**src/rtl/hazard_ctrl.sv**
```systemverilog
// Pipeline hazard controller: load-use / RAW stall detection, redirect flush, and stall accounting.
// Define HAZARD_FORWARD_EN when the datapath forwards EX/MEM and MEM/WB results (only loads stall).
module hazard_ctrl (
   input  logic        clk,
   input  logic        reset,
   input  logic [4:0]  id_rs,
   input  logic [4:0]  id_rt,
   input  logic        id_uses_rt,
   input  logic        idex_memread,
   input  logic        idex_regwrite,
   input  logic [4:0]  idex_wreg,
   input  logic        exmem_regwrite,
   input  logic [4:0]  exmem_wreg,
   input  logic        ex_redirect,
   output logic        pc_write,
   output logic        ifid_write,
   output logic        ifid_flush,
   output logic        idex_flush,
   output logic [1:0]  state,
   output logic [15:0] stall_cnt
);

   typedef enum logic [1:0] {
      RUN     = 2'b00,
      STALL   = 2'b01,
      FLUSH   = 2'b10,
      ILLEGAL = 2'b11
   } state_e;

   state_e state_q;
   state_e state_d;

   logic match_idex;
   logic hazard_raw;
   logic hazard;
   logic stall;

   // Register 0 is hardwired to zero, so a write to it can never create a dependency.
   function automatic logic reg_match(input logic [4:0] dest,
                                      input logic [4:0] rs,
                                      input logic [4:0] rt,
                                      input logic       uses_rt);
      return (dest != 5'd0) && ((dest == rs) || (uses_rt && (dest == rt)));
   endfunction

   assign match_idex = reg_match(idex_wreg, id_rs, id_rt, id_uses_rt);

`ifdef HAZARD_FORWARD_EN
   // Everything except a load in EX can be forwarded, so only load-use pairs stall.
   logic unused_fwd_inputs;
   assign unused_fwd_inputs = ^{idex_regwrite, exmem_regwrite, exmem_wreg};
   assign hazard_raw = idex_memread & match_idex;
`else
   logic match_exmem;
   logic unused_nofwd_inputs;
   assign unused_nofwd_inputs = idex_memread;
   assign match_exmem = reg_match(exmem_wreg, id_rs, id_rt, id_uses_rt);
   assign hazard_raw  = (idex_regwrite & match_idex) | (exmem_regwrite & match_exmem);
`endif

   // IF/ID holds a NOP while in FLUSH, so its register fields are meaningless.
   assign hazard = hazard_raw & (state_q != FLUSH);
   assign stall  = hazard & ~ex_redirect;

   // NOTE: every always_comb output gets a default first so no path leaves it unassigned (no latch).
   always_comb begin
      state_d = RUN;
      if (state_q == ILLEGAL) begin
         state_d = RUN;
      end else if (ex_redirect) begin
         state_d = FLUSH;
      end else if (stall) begin
         state_d = STALL;
      end
   end

   // Reset forces the pipeline frozen with both stage registers bubbled, independent of clk.
   always_comb begin
      pc_write   = ~stall;
      ifid_write = ~stall;
      ifid_flush = ex_redirect;
      idex_flush = stall | ex_redirect;
      if (reset) begin
         pc_write   = 1'b0;
         ifid_write = 1'b0;
         ifid_flush = 1'b1;
         idex_flush = 1'b1;
      end
   end

   // NOTE: sequential state uses non-blocking assignments so all registers update from pre-edge values.
   always_ff @(posedge clk or posedge reset) begin
      if (reset) begin
         state_q   <= RUN;
         stall_cnt <= 16'd0;
      end else begin
         state_q <= state_d;
         if (stall && (stall_cnt != 16'hFFFF)) begin
            stall_cnt <= stall_cnt + 16'd1;
         end
      end
   end

   assign state = state_q;

endmodule

```
**config.mk**
```make
export PLATFORM = sky130hd
export DESIGN_NAME = hazard_ctrl
export DESIGN_NICKNAME = d
export VERILOG_FILES = /design/src/rtl/hazard_ctrl.sv
export SDC_FILE = /design/constraint.sdc
export NUM_CORES = 1
export LEC_CHECK = 0
export BUFFER_PORTS_ARGS = -buffer_cell sky130_fd_sc_hd__buf_2
export CAP_MARGIN = 20
export CORE_MARGIN = 3
export CORE_UTILIZATION = 51
export CTS_CLUSTER_DIAMETER = 60
export CTS_CLUSTER_SIZE = 24
export DETAILED_ROUTE_END_ITERATION = 6
export PLACE_DENSITY_LB_ADDON = 0.2
export REMOVE_ABC_BUFFERS = 1
export SETUP_SLACK_MARGIN = 0.2
export SKIP_LAST_GASP = 1
export SLEW_MARGIN = 20
export SYNTH_ARGS = -nofsm -noshare
export SYNTH_HDL_FRONTEND = slang
export SYNTH_SLANG_ARGS = --single-unit
export TNS_END_PERCENT = 50
```
**constraint.sdc**
```tcl
create_clock -name clk -period 5.09 [get_ports clk]
set_input_delay 1.018 -clock clk [delete_from_list [all_inputs] [get_ports clk]]
set_output_delay 1.018 -clock clk [all_outputs]
set_load 0.02 [all_outputs]
```
==> results.md, run 1 <==
Power and ir drop:
- The maximum VDD drop is roughly 0.17 mV.
- The part of the total power dissipated in combinational logic is 0.252.
- The leakage power of the design is just under 0.7 nW.
- The share of total power dissipated in the clock network is 0.225.
- For this design the total switching power over the nets is between 90 and 100 uW.
- The switching portion of total power is 0.306.
- The internal cell power is around 210 uW.
- In this run the power density over the cells is 210 nW/um2.
- Of the total power, registers draw 0.523.

Drt:
- Dividing the detail-routed wire length by the instance count gives 14.3 um.
- The count of nets left with antenna violations once routing finished came out at 0.
- The number of detailed-routing iterations run before antenna repair is 4.
- The number of violations reported at the end of detailed-routing iteration 0 is 24.
- The total routed wirelength is between 2 and 3 mm.
- The number of vias per cell is ~5.6.
- Detailed routing inserted a total of approximately 1100 vias.
- For this run, design rule violations remaining after detail routing come to 0.

GRT:
- For this run the aggregate overflow at the end of global routing stands at 0.
- The first global-routing pass estimated about 4.2 mm of wire.
- The overall fraction of global-route tracks in use is 0.194.
- The via count of the first global-routing pass is 988.
- The largest net degree at the start of global routing is 19.
- The initial antenna violation count is 0.

STA:
- In this run the tightest slew margin relative to its limit is 0.559.
- The final clock period utilization by the worst path is 0.715.
- The maximum frequency from static timing analysis is between 200 and 300 MHz.
- Setup violations remaining at the end of the flow were counted as 0.
- The clock period could shrink to around 3.6 ns.
- The count of final max-slew check failures came to 0.
- The total negative slack is 0 ns.
- Setup repair after global routing left no endpoint under its margin.
- Across the routed clock network, the largest skew measured is 0.00722 ns.
- At the pin with the least slew margin, the transition time is 0.660 ns.
- The hold violation count in the final report came to 0.

Floorplan:
- The x dimension of the die is ~54 um.
- slightly below 50 I/O pins were placed.
- The die covers 2950 um2.
- The site row count is 16.
- The die outline height is ~54 um.
- The effective utilization at floorplan is 0.572.
- The placeable core area is 2080 um2.

Synthesis:
- In this run, synthesis produced a sequential element count of 18.
- After synthesis, the share of flip-flops with an asynchronous set or reset is 1.00.
- The commonest cells after synthesis are dfrtp_1 (18), xor2_1 (18), xnor2_1 (16), nand3_1 (8), nor2_1 (8).
- The count of unique library cells instantiated by Yosys is 33.
- For this run, the register share of the synthesized area comes to 0.378.
- Ranked by total cell area, the synthesized netlist is headed by dfrtp_1 (38%), xor2_1 (13%), xnor2_1 (12%), nand4_1 (3.7%), nand3_1 (3.4%).
- The total number of yosys warnings is 0.
- The prevailing post-synth register cell is dfrtp_1.
- Synthesis produced a netlist whose cell count is approximately 120.
- The count of flip-flops with a built-in enable after synthesis is 0.
- Averaged over all synthesized cells, the footprint is between 10 and 15 um2.
- Summing every instance area after synthesis gives 1190 um2.
- The share of the synthesized area in the top cell type is 0.378.
- dfrtp_1 takes more of the synthesized area than any other cell.

Placement:
- Routability-driven placement finished with a final weighted congestion of a little over 0.7.
- The count of buffers from port buffering is 47.
- After legalization and detailed placement, the total HPWL measured around 2.2 mm.

Clock tree:
- The total number of H-tree levels is 1.
- The clock latency at the later pin of the worst-skew pair is about 0.29 ns.
- TritonCTS built the clock tree.
- The number of post-CTS setup repair buffers is 0.
- The number of gates given a new drive strength after cts is 0.
- In this run, post-CTS hold repair placed 0 buffers.
- The clock input transition at the sequential cells of the worst setup and hold paths is about 0.10 ns.
- In this run, CTS created clock tree buffers numbering 3.
- CTS saw 18 sinks.
- The clock tree root driver cell is clkbuf_4.
- The clock passes through at most 2 buffers.

Critical path:
- The largest fanout on the critical path is 16.
- STA classifies the critical path startpoint as an input port.
- For the worst setup path, the data arrival time is 2.62 ns.
- STA classifies the critical path endpoint as an output port.
- The internal reg-to-reg setup slack is between 3 and 4 ns.
- The required time at the endpoint of the critical path is between 4 and 5 ns.
- The critical setup path kind is input port to output port.

Layout:
- The share of post-route cells with drive strength above 1 is 0.356.
- At the end of the flow the core is filled with cells to 0.698.
- The repair_antennas step left the layout with diodes totalling 0.
- The growth of design area from synthesis to finish is 22.0%.
- The final-layout fill cell count is between 150 and 200.
- In the final design database the tool counted about 190 nets.

Run status:
- The run finished with clean final reports.

Run:
- The tool flagged a number of max-cap violations equal to 0.

Worst hold path:
- In this run the worst hold path is classified as register to register.
-- registers in the layout (all words and copies together), names as in the netlist --
| signal | cells |
|---|---|
| stall_cnt | 16 |
| state | 2 |
-- worst max-delay path, cell delays in order --
cell and delay [ns]:
buf_2 0.12, xor2_1 0.16, nor4_1 0.38, a32oi_1 0.24
o22ai_4 0.43, nor2_1 0.09, buf_2 0.18
-- cells in the final DEF, fill, tap and decap left out, drive strengths merged, types with 2 or more instances in the layout --
cell type,n
a32oi,2
buf,47
clkbuf,3
dfrtp,18
inv,2
mux2,2
nand2,5
nand3,9
nand4,7
nand4b,3
nor2,8
nor2b,2
nor3,4
nor4,2
o21ai,2
or3,2
or4,3
xnor2,16
xor2,18
-- power groups by stage --
stage | logic (mW) | registers, mW | clock network (mW)
3_3_place_gp | 0.0735 | 0.161 | 0
4_1_cts | 0.0790 | 0.159 | 0.0717
5_1_grt | 0.0839 | 0.161 | 0.0759
2_1_floorplan | 0.0350 | 0.171 | 0
6_report | 0.0771 | 0.160 | 0.0686
3_5_place_dp | 0.0782 | 0.162 | 0
-- final cells by class --
class / count / area (um2) / share of cell area
Multi-Input combinational cell: 93 / 703 / 0.484
Sequential cell: 18 / 450 / 0.310
Timing Repair Buffer: 47 / 235 / 0.162
Tap cell: 27 / 33.8 / 0.0233
Clock buffer: 3 / 22.5 / 0.0155
Inverter: 2 / 7.51 / 0.00517
-- final timing paths --
path | start | endpoint | cells after the start
min in group asynchronous | reset | state[0] | 2
worst min register to register | state[1] | state[0] | 1
worst min-delay path | state[1] | state[0] | 1
worst max register to register | stall_cnt[7] | stall_cnt[1] | 5
max in group asynchronous | reset | stall_cnt[7] | 2
worst max-delay path | idex_wreg[3] | pc_write | 7
-- per-layer routing --
metal	global-route usage	vias to the layer above	routed length [um]
met3	0.0409	6	235
met4	0.0664	0	19
met1	0.236	501	1110
met2	0.337	57	1360
met5	0	-	0
li1	-	507	-
-- stage by stage --
stage	power [mW]	std cells	instance area, um2	worst slack, ns	hold slack, ns
6_report	0.305	190	1450	1.45	0.475
4_1_cts	0.310	190	1450	1.48	0.478
3_3_place_gp	0.235	187	1430	1.55	0.459
2_1_floorplan	0.206	113	1160	1.54	0.567
5_1_grt	0.321	190	1450	1.29	0.518
3_5_place_dp	0.240	187	1430	1.47	0.463
-- kinds of logic (layout without fill, tap and decap cells) --
family,Yosys count,after routing,share of synthesized area
buf+inv,5,52,0.0315
fa+ha+maj,1,1,0.0105
simple gates,48,48,0.248
mux,2,2,0.0221
xor+xnor,34,34,0.250
flops,18,18,0.378
compound gates,8,8,0.0599
No activity file was read; power rests on OpenSTA's default activity.
==> run 2, diff against run 1 <==
CORE_UTILIZATION = 47   (was 51)
clock period = 3.6 ns   (was 5.09 ns; I/O delays follow)
==> run 2 against run 1 <==
- cell count increased by 0.53%
- combinational power up 39%
- sequential share of layout area about the same
- utilization fell by 6.5 points
- via count is 1.6% lower
- largest power group unchanged
- highest routed layer unchanged
==> results.md, run 2 (same netlist as run 1, synthesis figures left out) <==
Drt:
- The number of nets with antenna violations after detailed routing came to 0 (unchanged).
- The total via count after detailed routing came to 1054 (-1.6%).
- The remaining design rule violation count is 0 (unchanged).
- The total routed wirelength is 2.71 mm (-0.51%).
- The total length of routed met3 wires is 203 um (-14%).
- The average routed wire per standard cell was 14.2 um (-1.0%).
- The number of vias per cell is 5.52 (-2.1%).
- Routed signal wires occupy layers up through met4.
- The number of detailed-routing iterations run before antenna repair is 4 (unchanged).
- The number of violations reported at the end of detailed-routing iteration 0 was 31 (+29%).
- The total length of routed met2 wires is 1.27 mm (-6.2%).
- The length of routed wiring on met1 is 1.20 mm (+7.5%).

Power and ir drop:
- The leakage power of the design is 0.678 nW (unchanged).
- The maximum VDD drop is 0.301 mV (+73%).
- The part of the total power dissipated in combinational logic is 0.248 (-0.004).
- The sequential group share of total power is 0.523 (about the same).
- The share of power burned in the clock network is 0.229 (+0.004).
- The switching portion of total power is 0.307 (+0.00143).
- The reported net switching power was 133 uW (+42%).
- The internal cell power is 299 uW (+41%).
- The power per cell area is 297 nW/um2 (+41%).

Clock tree:
- The clock input transition at the sequential cells of the worst setup and hold paths was 0.10 ns (about the same).
- The clock latency at the later pin of the worst-skew pair was 0.29 ns (about the same).
- The TritonCTS sink count is 18 (unchanged).
- The clock tree root driver cell is clkbuf_4.
- The total number of H-tree levels is 1 (unchanged).
- The number of gates given a new drive strength after cts is 0 (unchanged).
- The number of post-CTS setup repair buffers is 0 (unchanged).
- The TritonCTS buffer count came to 3 (unchanged).
- The buffer levels on the longest clock path came to 2 (unchanged).
- The number of hold buffers added after CTS is 0 (unchanged).
- TritonCTS built the clock tree.

Layout:
- The antenna diode count is 0 (unchanged).
- Leaving out fill and tap cells, the most frequent cell in the layout is buf_2.
- The number of flip-flops under the largest register name came to 16 (unchanged).
- The final-layout fill cell count is 180 (+9.1%).
- The share of post-route cells with drive strength above 1 is 0.356 (unchanged).
- The register name with the most flops is stall_cnt.
- In the layout the commonest cells are buf_2 (47), xor2_1 (18), dfrtp_1 (18), xnor2_1 (16).
- The growth of design area from synthesis to finish was 22.1% (about the same).
- The net total in the final layout is 193 (unchanged).

Floorplan:
- The placeable core area is 2300 um2 (+10%).
- The overall die area is 3170 um2 (+7.6%).
- The number of primary I/O pins is 49 (unchanged).
- The die outline height came to 56.3 um (+3.7%).
- The effective utilization at floorplan is 0.519 (-0.0536).
- The x dimension of the die is 56.3 um (+3.7%).
- The site row count is 17 (+1).

Worst hold path:
- The worst hold path depth is 1 (unchanged).
- The class of the tightest hold or removal check is register to register.

GRT:
- The initial antenna violation count is 0 (unchanged).
- The total grt overflow is 0 (unchanged).
- The via count of the first global-routing pass is 1056 (+6.9%).
- The overall fraction of global-route tracks in use is 0.186 (-0.00824).
- The largest net degree at the start of global routing is 19 (unchanged).
- The global-route wire length before repair came to 4.77 mm (+14%).

Critical path:
- The largest fanout on the critical path is 16 (unchanged).
- The number of gates on the worst path with buffers counted is 7 (unchanged).
- The arrival time of the worst setup path is 2.26 ns (-0.36 ns).
- The worst-case reg-to-reg path depth came to 5 (unchanged).
- The maximum cell stage delay along the critical path is 0.54 ns (+0.11 ns).
- The number of buffer and inverter stages on the critical path is 2 (unchanged).
- The critical setup path kind is input port to output port.
- The cell with the most instances on the worst path is buf_2.
- The type of origin of the critical path is an input port.
- The required time at the endpoint of the critical path is 2.88 ns (-1.19 ns).
- The cell family contributing the most delay on the critical path is simple AND/OR/NAND/NOR gates.
- Traced cell by cell, the critical path runs through buf_2, or4_1, o21ai_1, or3_1, o22ai_4, nor2_1, buf_2.
- The sort of element at the end of the critical path is an output port.
- The cell with the biggest individual delay on the critical path is or4_1.

Run status:
- The flow ran to the end, and the final reports show no timing, DRC or antenna violations.

STA:
- The hold violation count in the final report was 0 (unchanged).
- The final number of setup-violating endpoints is 0 (unchanged).
- The worst clock skew is 0.00191 ns (-0.00531 ns).
- The post-layout worst setup margin is 0.624 ns (-0.829 ns).
- The pin slew with the least headroom to its limit is 0.679 ns (+0.0187 ns).
- The maximum frequency from static timing analysis is about 340 MHz.
- After layout, the minimum clock period comes to between 2 and 3 ns.
- The remaining max-slew budget at the tightest pin was 0.547 (-0.0125).
- Dividing the final minimum period by the clock period gives 0.827.
- Setup repair after global routing left no endpoint under its margin.
- The total negative slack came to 0 ns (unchanged).
- The count of final max-slew check failures was 0 (unchanged).

Placement:
- The worst slack at placement was 0.618 ns (-0.856 ns).
- The last weighted congestion value of the routability-driven placer is 0.826 (+14%).
- The count of buffers from port buffering is 47 (unchanged).
- The detailed placement HPWL is 2.15 mm (-3.5%).

Run:
- The number of max-cap violations was 0 (unchanged).
==> run 2: cell counts in the layout (fill, tap and decap cells not counted) <==
Identical to the previous run, type by type.
==> run 2: layout make-up <==
| cell class | count | area [um2] | area share |
|---|---|---|---|
| Clock buffer | 3 | 22.5 | 0.0155 |
| Inverter | 2 | 7.51 | 0.00516 |
| Multi-Input combinational cell | 93 | 703 | 0.484 |
| Sequential cell | 18 | 450 | 0.310 |
| Tap cell | 28 | 35.0 | 0.0241 |
| Timing Repair Buffer | 47 | 235 | 0.162 |
==> run 2: worst paths after layout <==
| check | to | slack, ns | from |
|---|---|---|---|
| min reg2reg | state[0] | 0.48 | state[1] |
| max in group asynchronous | stall_cnt[9] | 2.64 | reset |
| min | state[0] | 0.48 | state[1] |
| min in group asynchronous | state[1] | 0.53 | reset |
| max reg2reg | stall_cnt[1] | 1.59 | stall_cnt[7] |
| max | ifid_write | 0.62 | exmem_wreg[1] |
==> run 2: stage by stage <==
stage / area (um2) / power [mW] / utilization / cells / hold WS [ns]
6_report: 1450 / 0.432 / 0.633 / 191 / 0.475
5_1_grt: 1450 / 0.460 / 0.633 / 191 / 0.500
3_5_place_dp: 1430 / 0.337 / 0.623 / 188 / 0.466
4_1_cts: 1450 / 0.437 / 0.633 / 191 / 0.482
2_1_floorplan: 1160 / 0.291 / - / 113 / 0.567
3_3_place_gp: 1430 / 0.332 / 0.623 / 188 / 0.449
==> run 2: worst reg2reg max path: stages, from the launching register on <==
cell and delay (ns):
dfrtp_1 0.44, and4_1 0.29, nand3_2 0.13, or4_4 0.63
nand2_4 0.12, mux2_4 0.29
==> run 2: per-layer routing <==
metal,up-vias,track usage
met5,-,0
met1,502,0.246
li1,510,-
met2,35,0.299
met3,7,0.0506
met4,0,0.0475
==> run 2: power groups by stage <==
stage	clock, mW	sequential [mW]	combinational, mW
after floorplan	0	0.241	0.0495
after global placement	0	0.228	0.104
after detailed placement	0	0.229	0.108
after CTS	0.103	0.226	0.108
after global routing	0.112	0.228	0.120
final	0.0991	0.226	0.107
